==> src/rtl/md5_round_engine.sv <==
// Iterative MD5 compression engine: 64 steps over one 512-bit block, UNROLL steps
// per clock, final chaining-value addition, valid/ready handshake on both sides.
module md5_round_engine #(
  parameter int UNROLL = 1
) (
  input  logic         clk,
  input  logic         rst,
  input  logic         in_valid,
  output logic         in_ready,
  input  logic [511:0] indata,
  input  logic [127:0] link_var,
  output logic         out_valid,
  input  logic         out_ready,
  output logic [127:0] result,
  output logic         busy
);

  if (!(UNROLL == 1 || UNROLL == 2 || UNROLL == 4 || UNROLL == 8 || UNROLL == 16)) begin : g_bad_unroll
    $fatal(1, "md5_round_engine: UNROLL must be 1, 2, 4, 8 or 16");
  end

  typedef enum logic [1:0] {IDLE, RUN, FIN, DONE} state_t;

  localparam logic [5:0] LAST_CNT = 6'(64 - UNROLL);

  localparam logic [31:0] K_TAB [0:63] = '{
    32'hd76aa478, 32'he8c7b756, 32'h242070db, 32'hc1bdceee,
    32'hf57c0faf, 32'h4787c62a, 32'ha8304613, 32'hfd469501,
    32'h698098d8, 32'h8b44f7af, 32'hffff5bb1, 32'h895cd7be,
    32'h6b901122, 32'hfd987193, 32'ha679438e, 32'h49b40821,
    32'hf61e2562, 32'hc040b340, 32'h265e5a51, 32'he9b6c7aa,
    32'hd62f105d, 32'h02441453, 32'hd8a1e681, 32'he7d3fbc8,
    32'h21e1cde6, 32'hc33707d6, 32'hf4d50d87, 32'h455a14ed,
    32'ha9e3e905, 32'hfcefa3f8, 32'h676f02d9, 32'h8d2a4c8a,
    32'hfffa3942, 32'h8771f681, 32'h6d9d6122, 32'hfde5380c,
    32'ha4beea44, 32'h4bdecfa9, 32'hf6bb4b60, 32'hbebfbc70,
    32'h289b7ec6, 32'heaa127fa, 32'hd4ef3085, 32'h04881d05,
    32'hd9d4d039, 32'he6db99e5, 32'h1fa27cf8, 32'hc4ac5665,
    32'hf4292244, 32'h432aff97, 32'hab9423a7, 32'hfc93a039,
    32'h655b59c3, 32'h8f0ccc92, 32'hffeff47d, 32'h85845dd1,
    32'h6fa87e4f, 32'hfe2ce6e0, 32'ha3014314, 32'h4e0811a1,
    32'hf7537e82, 32'hbd3af235, 32'h2ad7d2bb, 32'heb86d391
  };

  localparam logic [4:0] S_TAB [0:15] = '{
    5'd7, 5'd12, 5'd17, 5'd22, 5'd5, 5'd9, 5'd14, 5'd20,
    5'd4, 5'd11, 5'd16, 5'd23, 5'd6, 5'd10, 5'd15, 5'd21
  };

  // One MD5 step; state packed as {D, C, B, A}.
  function automatic logic [127:0] md5_step(input logic [127:0] st, input logic [5:0] i,
                                            input logic [511:0] m);
    logic [31:0] a, b, c, d, f, t, tr;
    logic [3:0]  j, g;
    logic [4:0]  s;
    a = st[31:0];
    b = st[63:32];
    c = st[95:64];
    d = st[127:96];
    j = i[3:0];
    f = '0;
    g = '0;
    case (i[5:4])
      2'd0: begin f = (b & c) | (~b & d); g = j;                 end
      2'd1: begin f = (d & b) | (~d & c); g = j * 4'd5 + 4'd1;   end
      2'd2: begin f = b ^ c ^ d;          g = j * 4'd3 + 4'd5;   end
      default: begin f = c ^ (b | ~d);    g = j * 4'd7;          end
    endcase
    s  = S_TAB[{i[5:4], i[1:0]}];
    t  = a + f + K_TAB[i] + m[{g, 5'd0} +: 32];
    tr = (t << s) | (t >> (6'd32 - {1'b0, s}));
    return {c, b, b + tr, d};
  endfunction

  state_t         state_reg, state_next;
  logic [5:0]     cnt_reg;
  logic [511:0]   msg_reg;
  logic [127:0]   save_reg;
  logic [127:0]   abcd_reg;
  logic [127:0]   result_reg;

  genvar gi;
  for (gi = 0; gi < UNROLL; gi++) begin : g_stage
    logic [127:0] st_in, st_out;
    if (gi == 0) begin : g_first
      assign st_in = abcd_reg;
    end else begin : g_chain
      assign st_in = g_stage[gi-1].st_out;
    end
    assign st_out = md5_step(st_in, cnt_reg + 6'(gi), msg_reg);
  end

  always_ff @(posedge clk or posedge rst) begin
    if (rst) begin
      state_reg <= IDLE;
    end else begin
      state_reg <= state_next;
    end
  end

  always_comb begin
    state_next = state_reg;
    in_ready   = 1'b0;
    out_valid  = 1'b0;
    busy       = 1'b0;
    case (state_reg)
      IDLE: begin
        in_ready = 1'b1;
        if (in_valid) state_next = RUN;
      end
      RUN: begin
        busy = 1'b1;
        if (cnt_reg == LAST_CNT) state_next = FIN;
      end
      FIN: begin
        busy       = 1'b1;
        state_next = DONE;
      end
      DONE: begin
        out_valid = 1'b1;
        if (out_ready) state_next = IDLE;
      end
      default: state_next = IDLE;
    endcase
  end

  // The counter wraps to 0 on the last RUN clock, so it is already clear for the next block.
  always_ff @(posedge clk or posedge rst) begin
    if (rst) begin
      cnt_reg    <= '0;
      msg_reg    <= '0;
      save_reg   <= '0;
      abcd_reg   <= '0;
      result_reg <= '0;
    end else begin
      case (state_reg)
        IDLE: begin
          if (in_valid) begin
            msg_reg  <= indata;
            save_reg <= link_var;
            abcd_reg <= link_var;
            cnt_reg  <= '0;
          end
        end
        RUN: begin
          abcd_reg <= g_stage[UNROLL-1].st_out;
          cnt_reg  <= cnt_reg + 6'(UNROLL);
        end
        FIN: begin
          result_reg <= {abcd_reg[127:96] + save_reg[127:96],
                         abcd_reg[95:64]  + save_reg[95:64],
                         abcd_reg[63:32]  + save_reg[63:32],
                         abcd_reg[31:0]   + save_reg[31:0]};
        end
        default: ;
      endcase
    end
  end

  assign result = result_reg;

endmodule
==> config.mk <==
export PLATFORM = sky130hd
export DESIGN_NAME = md5_round_engine
export DESIGN_NICKNAME = d
export VERILOG_FILES = /design/src/rtl/md5_round_engine.sv
export SDC_FILE = /design/constraint.sdc
export NUM_CORES = 2
export LEC_CHECK = 0
export CAP_MARGIN = 10
export CELL_PAD_IN_SITES_DETAIL_PLACEMENT = 1
export CELL_PAD_IN_SITES_GLOBAL_PLACEMENT = 2
export CORE_MARGIN = 1.5
export CORE_UTILIZATION = 36
export CTS_BUF_LIST = sky130_fd_sc_hd__clkbuf_16
export CTS_CLUSTER_SIZE = 8
export DETAILED_ROUTE_END_ITERATION = 10
export GPL_TIMING_DRIVEN = 0
export PLACE_DENSITY = 0.77
export SLEW_MARGIN = 15
export SYNTH_ARGS = -nofsm -noshare
export SYNTH_HDL_FRONTEND = slang
export SYNTH_SLANG_ARGS = --single-unit
export TNS_END_PERCENT = 50
==> constraint.sdc <==
create_clock -name clk -period 44.1 [get_ports clk]
set_clock_uncertainty 0.05 [all_clocks]
set_input_delay 13.23 -clock clk [delete_from_list [all_inputs] [get_ports clk]]
set_output_delay 13.23 -clock clk [all_outputs]
set_load 0.03 [all_outputs]
# Word level (Yosys, flattened, before mapping)
# Memory sizes are Yosys's and may differ from the RTL's.
# Cells that the tools add are included.
totals:
  reg_bits: 904
  latch_bits: 0
  ramBits: 0
  rom_bits: 2128
  input_bits: 644
  out_inout_bits: 131
  word_cells: 76
  n_memories: 2
classes:
  n_addsub: 12
  n_mul: 3
  div_mod_pow: 0
  order_cmp: 2
  n_eq_ne: 9
  shift: 3
  n_mux: 17
  bitwise_logic: 15
  n_reduce_logical: 7
memory_table:
  columns: ["name", "depth", "word_bits", "read_ports", "rd_clocked_by_memory_dff", "wr", "line_no", "rtl"]
  rows:
  - ["(no name shown)", 64, 32, 1, 0, 0, "70", "t = a + f + K_TAB[i] + m[{g, 5'd0} +: 32];"]
  - ["(no name shown)", 16, 5, 1, 0, 0, "69", "s = S_TAB[{i[5:4], i[1:0]}];"]
ops:
  columns: ["op", "count"]
  rows:
  - ["$shiftx A512 B10 Y32", 1]
  - ["$add A32 B32 Y32", 8]
  - ["$pmux W128 S2", 1]
  - ["$and A32 B32 Y32", 4]
  - ["$mux W128", 1]
  - ["$or A32 B32 Y32", 4]
  - ["$pmux W32 S3", 1]
  - ["$xor A32 B32 Y32", 3]
  - ["$mux W32", 2]
  - ["$not A32 Y32", 2]
  - ["$shl A32 B5 Y32", 1]
  - ["$shr A32 B6 Y32", 1]
  - ["$pmux W4 S3", 1]
  - ["$pmux W6 S2", 1]
  - ["$mux W5", 2]
  - ["$mul A4 B3 Y4 const B", 2]
  - ["$pmux W2 S4", 1]
  - ["$ge A7 B7 Y1 const B", 1]
  - ["$not A6 Y7", 1]
  - ["$add A6 B1 Y6 const B", 1]
  - ["$eq A2 B2 Y1 const B", 3]
  - ["$eq A6 B6 Y1 const B", 1]
  - ["$mux W2", 3]
  - ["$mux W6", 1]
  - ["14 further kinds", 21]

# Depth between registers and ports, before layout
logic_depth:
  ltp_word: 11
  depth_mapped: 50
  depth_no_buf: 44

# Worst setup path after synthesis
# Ideal clock, no wire load.
synth_timing:
  path_kind: "input -> register"
  startpoint: "in in_valid"
  endpoint: "reg msg_reg[0]"
  setup_time_ns: 0.125
  arrival_time_ns: 14.534
  required_ns: 43.925
  setup_slack_ns: 29.391
  cell_stages: 5
  path_buffers: 3
  path_cell_list: "nand2_1 -> clkbuf_1 -> clkbuf_1 -> clkbuf_1 -> mux2_2"
synth_via:
  elab_chain_len: 1
synth_rtl:
  columns: ["item", "line_no", "rtl"]
  rows:
  - ["start, declared", "8", "input logic in_valid,"]
  - ["$reduce_and A2 Y1 (no line)", null, null]
  - ["end signal, assigned", "139", "msg_reg <= indata;"]
  - ["end, declared", "77", "logic [511:0] msg_reg;"]
# No other way between the ends.
# A chain may end at the register's enable or synchronous reset.

# Final worst setup path
layout_timing:
  startpoint: "in in_valid"
  endpoint: "reg cnt_reg[0]"
layout_via:
  elab_chain_len: 2
layout_rtl:
  columns: ["item", "line_no", "rtl"]
  rows:
  - ["$ne A2 B2 Y1 (no line)", null, null]
  - ["$reduce_and A2 Y1 (no line)", null, null]
  - ["end signal, assigned", "147", "cnt_reg <= cnt_reg + 6'(UNROLL);"]
  - ["end, declared", "76", "logic [5:0] cnt_reg;"]
# No other way between the ends.

==> impl_metrics.yaml <==
yosys:
  yosys.area.top_type_share_pct: 39.59
  synth_edf_count: 0
  synthAdderAreaFrac_pct: 7.169
  synth_xor_xnor_area_share_pct: 3.212
  synthMuxAreaShare_pct: 24.40
  avgSynthCellArea_um2: 10.57
  syn_inst: 5404
  ys_types: 81
  yosys_register_bits: 904
  synth_compound_gate_area_share_pct: 13.78
  synthSimpleGateAreaFrac_pct: 8.455
  synth_top_family_by_area: "multiplexers"
  ys.flop_type: "dfrtp_1"
  async_flop_share_pct: 100.0
  syn_area_um2: 57140
  synth_seq_area_share_pct: 39.59
  synth_area_leaders: "dfrtp_1 40%, mux2_2 15%, mux4_2 5.4%"
  synth_nets: 6334
  yosys_warnings: 0
  netlist.top_cell.by_area: "dfrtp_1"
floorplanning:
  die_x_um: 401.4
  rows: 146
  start_util_pct: 36.16
  core_um2: 158000
  die_h_um: 401.4
  pin_count: 775
  die-area_um2: 161100
place:
  io_buffers: 774
  gp_congestion: 0.9979
  dpl.hpwl_mm: 221.1
  place_ws_ns: 27.23
  place_inst: 8261
worst_setup_path:
  crit-reg2reg-launch: "cnt_reg[2]"
  r2r_end: "abcd_reg[63]"
  crit_required_ns: 44.72
  rrSetupSlack_ns: 28.23
  reg2reg_depth: 47
  cp.buffers_inverters: 4
  cpMaxStageDelayCell: "clkbuf_1"
  setup.worst_path.start_class: "input pin"
  crit_fanout: 10
  worstSetupPathType: "input pin to flip-flop"
  end_kind: "flip-flop"
  arrival_ns: 16.72
  crit_top_cell: "clkbuf_1"
  crit_chain: "clkdlybuf4s50_1 -> nand2b_1 -> o21ai_2 -> clkbuf_1 -> clkbuf_1 -> buf_1 -> nand2_1 -> o21ai_0"
  critPathTopFamily: "buffers and inverters"
  slowest_delay_ns: 0.81
clocking:
  htreeDepth: 4
  cts_resized: 0
  cts_tree: "done"
  hold_buffers: 0
  cts_max_path_buffers: 3
  post_cts_buffers: 0
  insertion_delay_ns: 0.80
  clkSinkCount: 904
  cts_inserted_buffers: 133
  root_buffer: "clkbuf_16"
  clk_pin_slew_ns: 0.05
min_path:
  min-delay-start: "result[51]"
  holdCritPathClass: "flip-flop to flip-flop"
  whs_endpoint: "result[51]"
  hold_depth: 2
finish:
  layout_commonest_cell: "dfrtp_1"
  largest_reg_flops: 512
  final_cell_mix: "904 x dfrtp_1, 775 x mux2_2, 774 x clkdlybuf4s50_1"
  drive_above_1_share_pct: 17.61
  syn_to_final_growth_pct: 25.37
  layoutNonFillerInstCount: 8456
  nNetsFinal: 7254
routing:
  dr.pass1.iters: 5
  wl_per_cell_um: 32.51
  routed_wl_mm: 274.9
  drtIter0Drc: 2964
  ant_nets: 0
  vias: 48750
  drc_errors: 0
  vias_per_cell: 5.765
sta:
  setup_slack_ns: 28.00
  hold_viol_final: 0
  min_period_ns: 16.10
  setup_violations: 0
  fin_tns_setup_ns: 0
  fin_crit_sh_pct: 36.50
  fmax_mhz: 62.12
  tightestPinTransition_ns: 1.253
  grt_setup_unrepaired: "false"
  final_max_slew_viol_count: 0
  slew_headroom_pct: 16.49
flow_run:
  maxCapViolations: 0
global_routing:
  grt_antenna_before_repair: 59
  grt.overflow.total: 0
  grt_pass1_wl_mm: 387.7
  grtUsageTotal_pct: 33.61
  grt_pass1_vias: 51860
  grt_max_degree: 111
status:
  status: "finished clean"
per-stage QoR:
| step | hold WS, ns | utilization, % | cell area [um2] |
|---|---|---|---|
| global placement | 0.4232 | 42.70 | 67480 |
| detailed placement | 0.4327 | 42.91 | 67800 |
| global route | 0.4526 | 45.32 | 71610 |
| CTS | 0.4459 | 45.28 | 71550 |
| floorplan | 0.4206 | - | 57140 |
| finish | 0.4364 | 45.33 | 71630 |
worst min-delay path, stage by stage, from the launching register on:
cell	delay, ns
dfrtp_1	0.35
nand2_1	0.06
o31ai_1	0.05
Yosys cell counts, drive strengths merged (15+ instances only):
cell and n:
a31oi 78, a21oi 353, a211oi 49, o31ai 17
o21a 39, fa 69, a21o 95, xnor2 161
nand2 451, o221ai 18, dfrtp 904, nand2b 27
clkbuf 257, and2 20, xor2 45, inv 194
and3 25, mux4 136, o22ai 15, buf 61
ha 217, o21bai 25, mux2i 215, nor3 62
nor2b 84, nor2 279, o211ai 37, mux2 775
o21ai 417, nand3 55
routing by layer:
layer  track usage [%]  wire [um]  vias up
met5                 0        393        -
met3             6.776      15260      462
met4             16.55      14720       56
met2             56.43     132200     1527
met1             41.08     112400    25230
li1                  -          -    21480
cells by family (layout without fill, tap and decap cells):
group / Yosys count / count (layout)
mux: 1126 / 1126
simple gates: 1078 / 1078
other cells: 0 / 34
fa+ha+maj: 286 / 286
xor+xnor: 207 / 207
buf+inv: 513 / 1459
flops: 904 / 904
compound gates: 1290 / 1290
worst max path at each step:
stage / from / end / slack [ns] / cells past startpoint
finish: in_valid / cnt_reg[0] / 28.00 / 8
global route: cnt_reg[2] / abcd_reg[63] / 27.58 / 47
CTS: in_valid / cnt_reg[0] / 28.03 / 8
detailed placement: in_valid / abcd_reg[31] / 27.23 / 8
global placement: rst / msg_reg[438] / -6.28 / 2
floorplan: rst / abcd_reg[0] / 5.41 / 1
final cells by class:
| class | count | area (um2) |
|---|---|---|
| antenna | 34 | 85.08 |
| buffer | 318 | 1216 |
| clock buffer | 133 | 3328 |
| clock inverter | 28 | 416.7 |
| fill | 17230 | 86380 |
| inverter | 195 | 739.5 |
| multi-input combinational | 3987 | 32600 |
| sequential | 904 | 22620 |
| tap | 2072 | 2592 |
| timing repair buffer | 785 | 8038 |
Power is not shown: default switching activity piles up to over one toggle a cycle in this logic, so the estimate is an artifact.
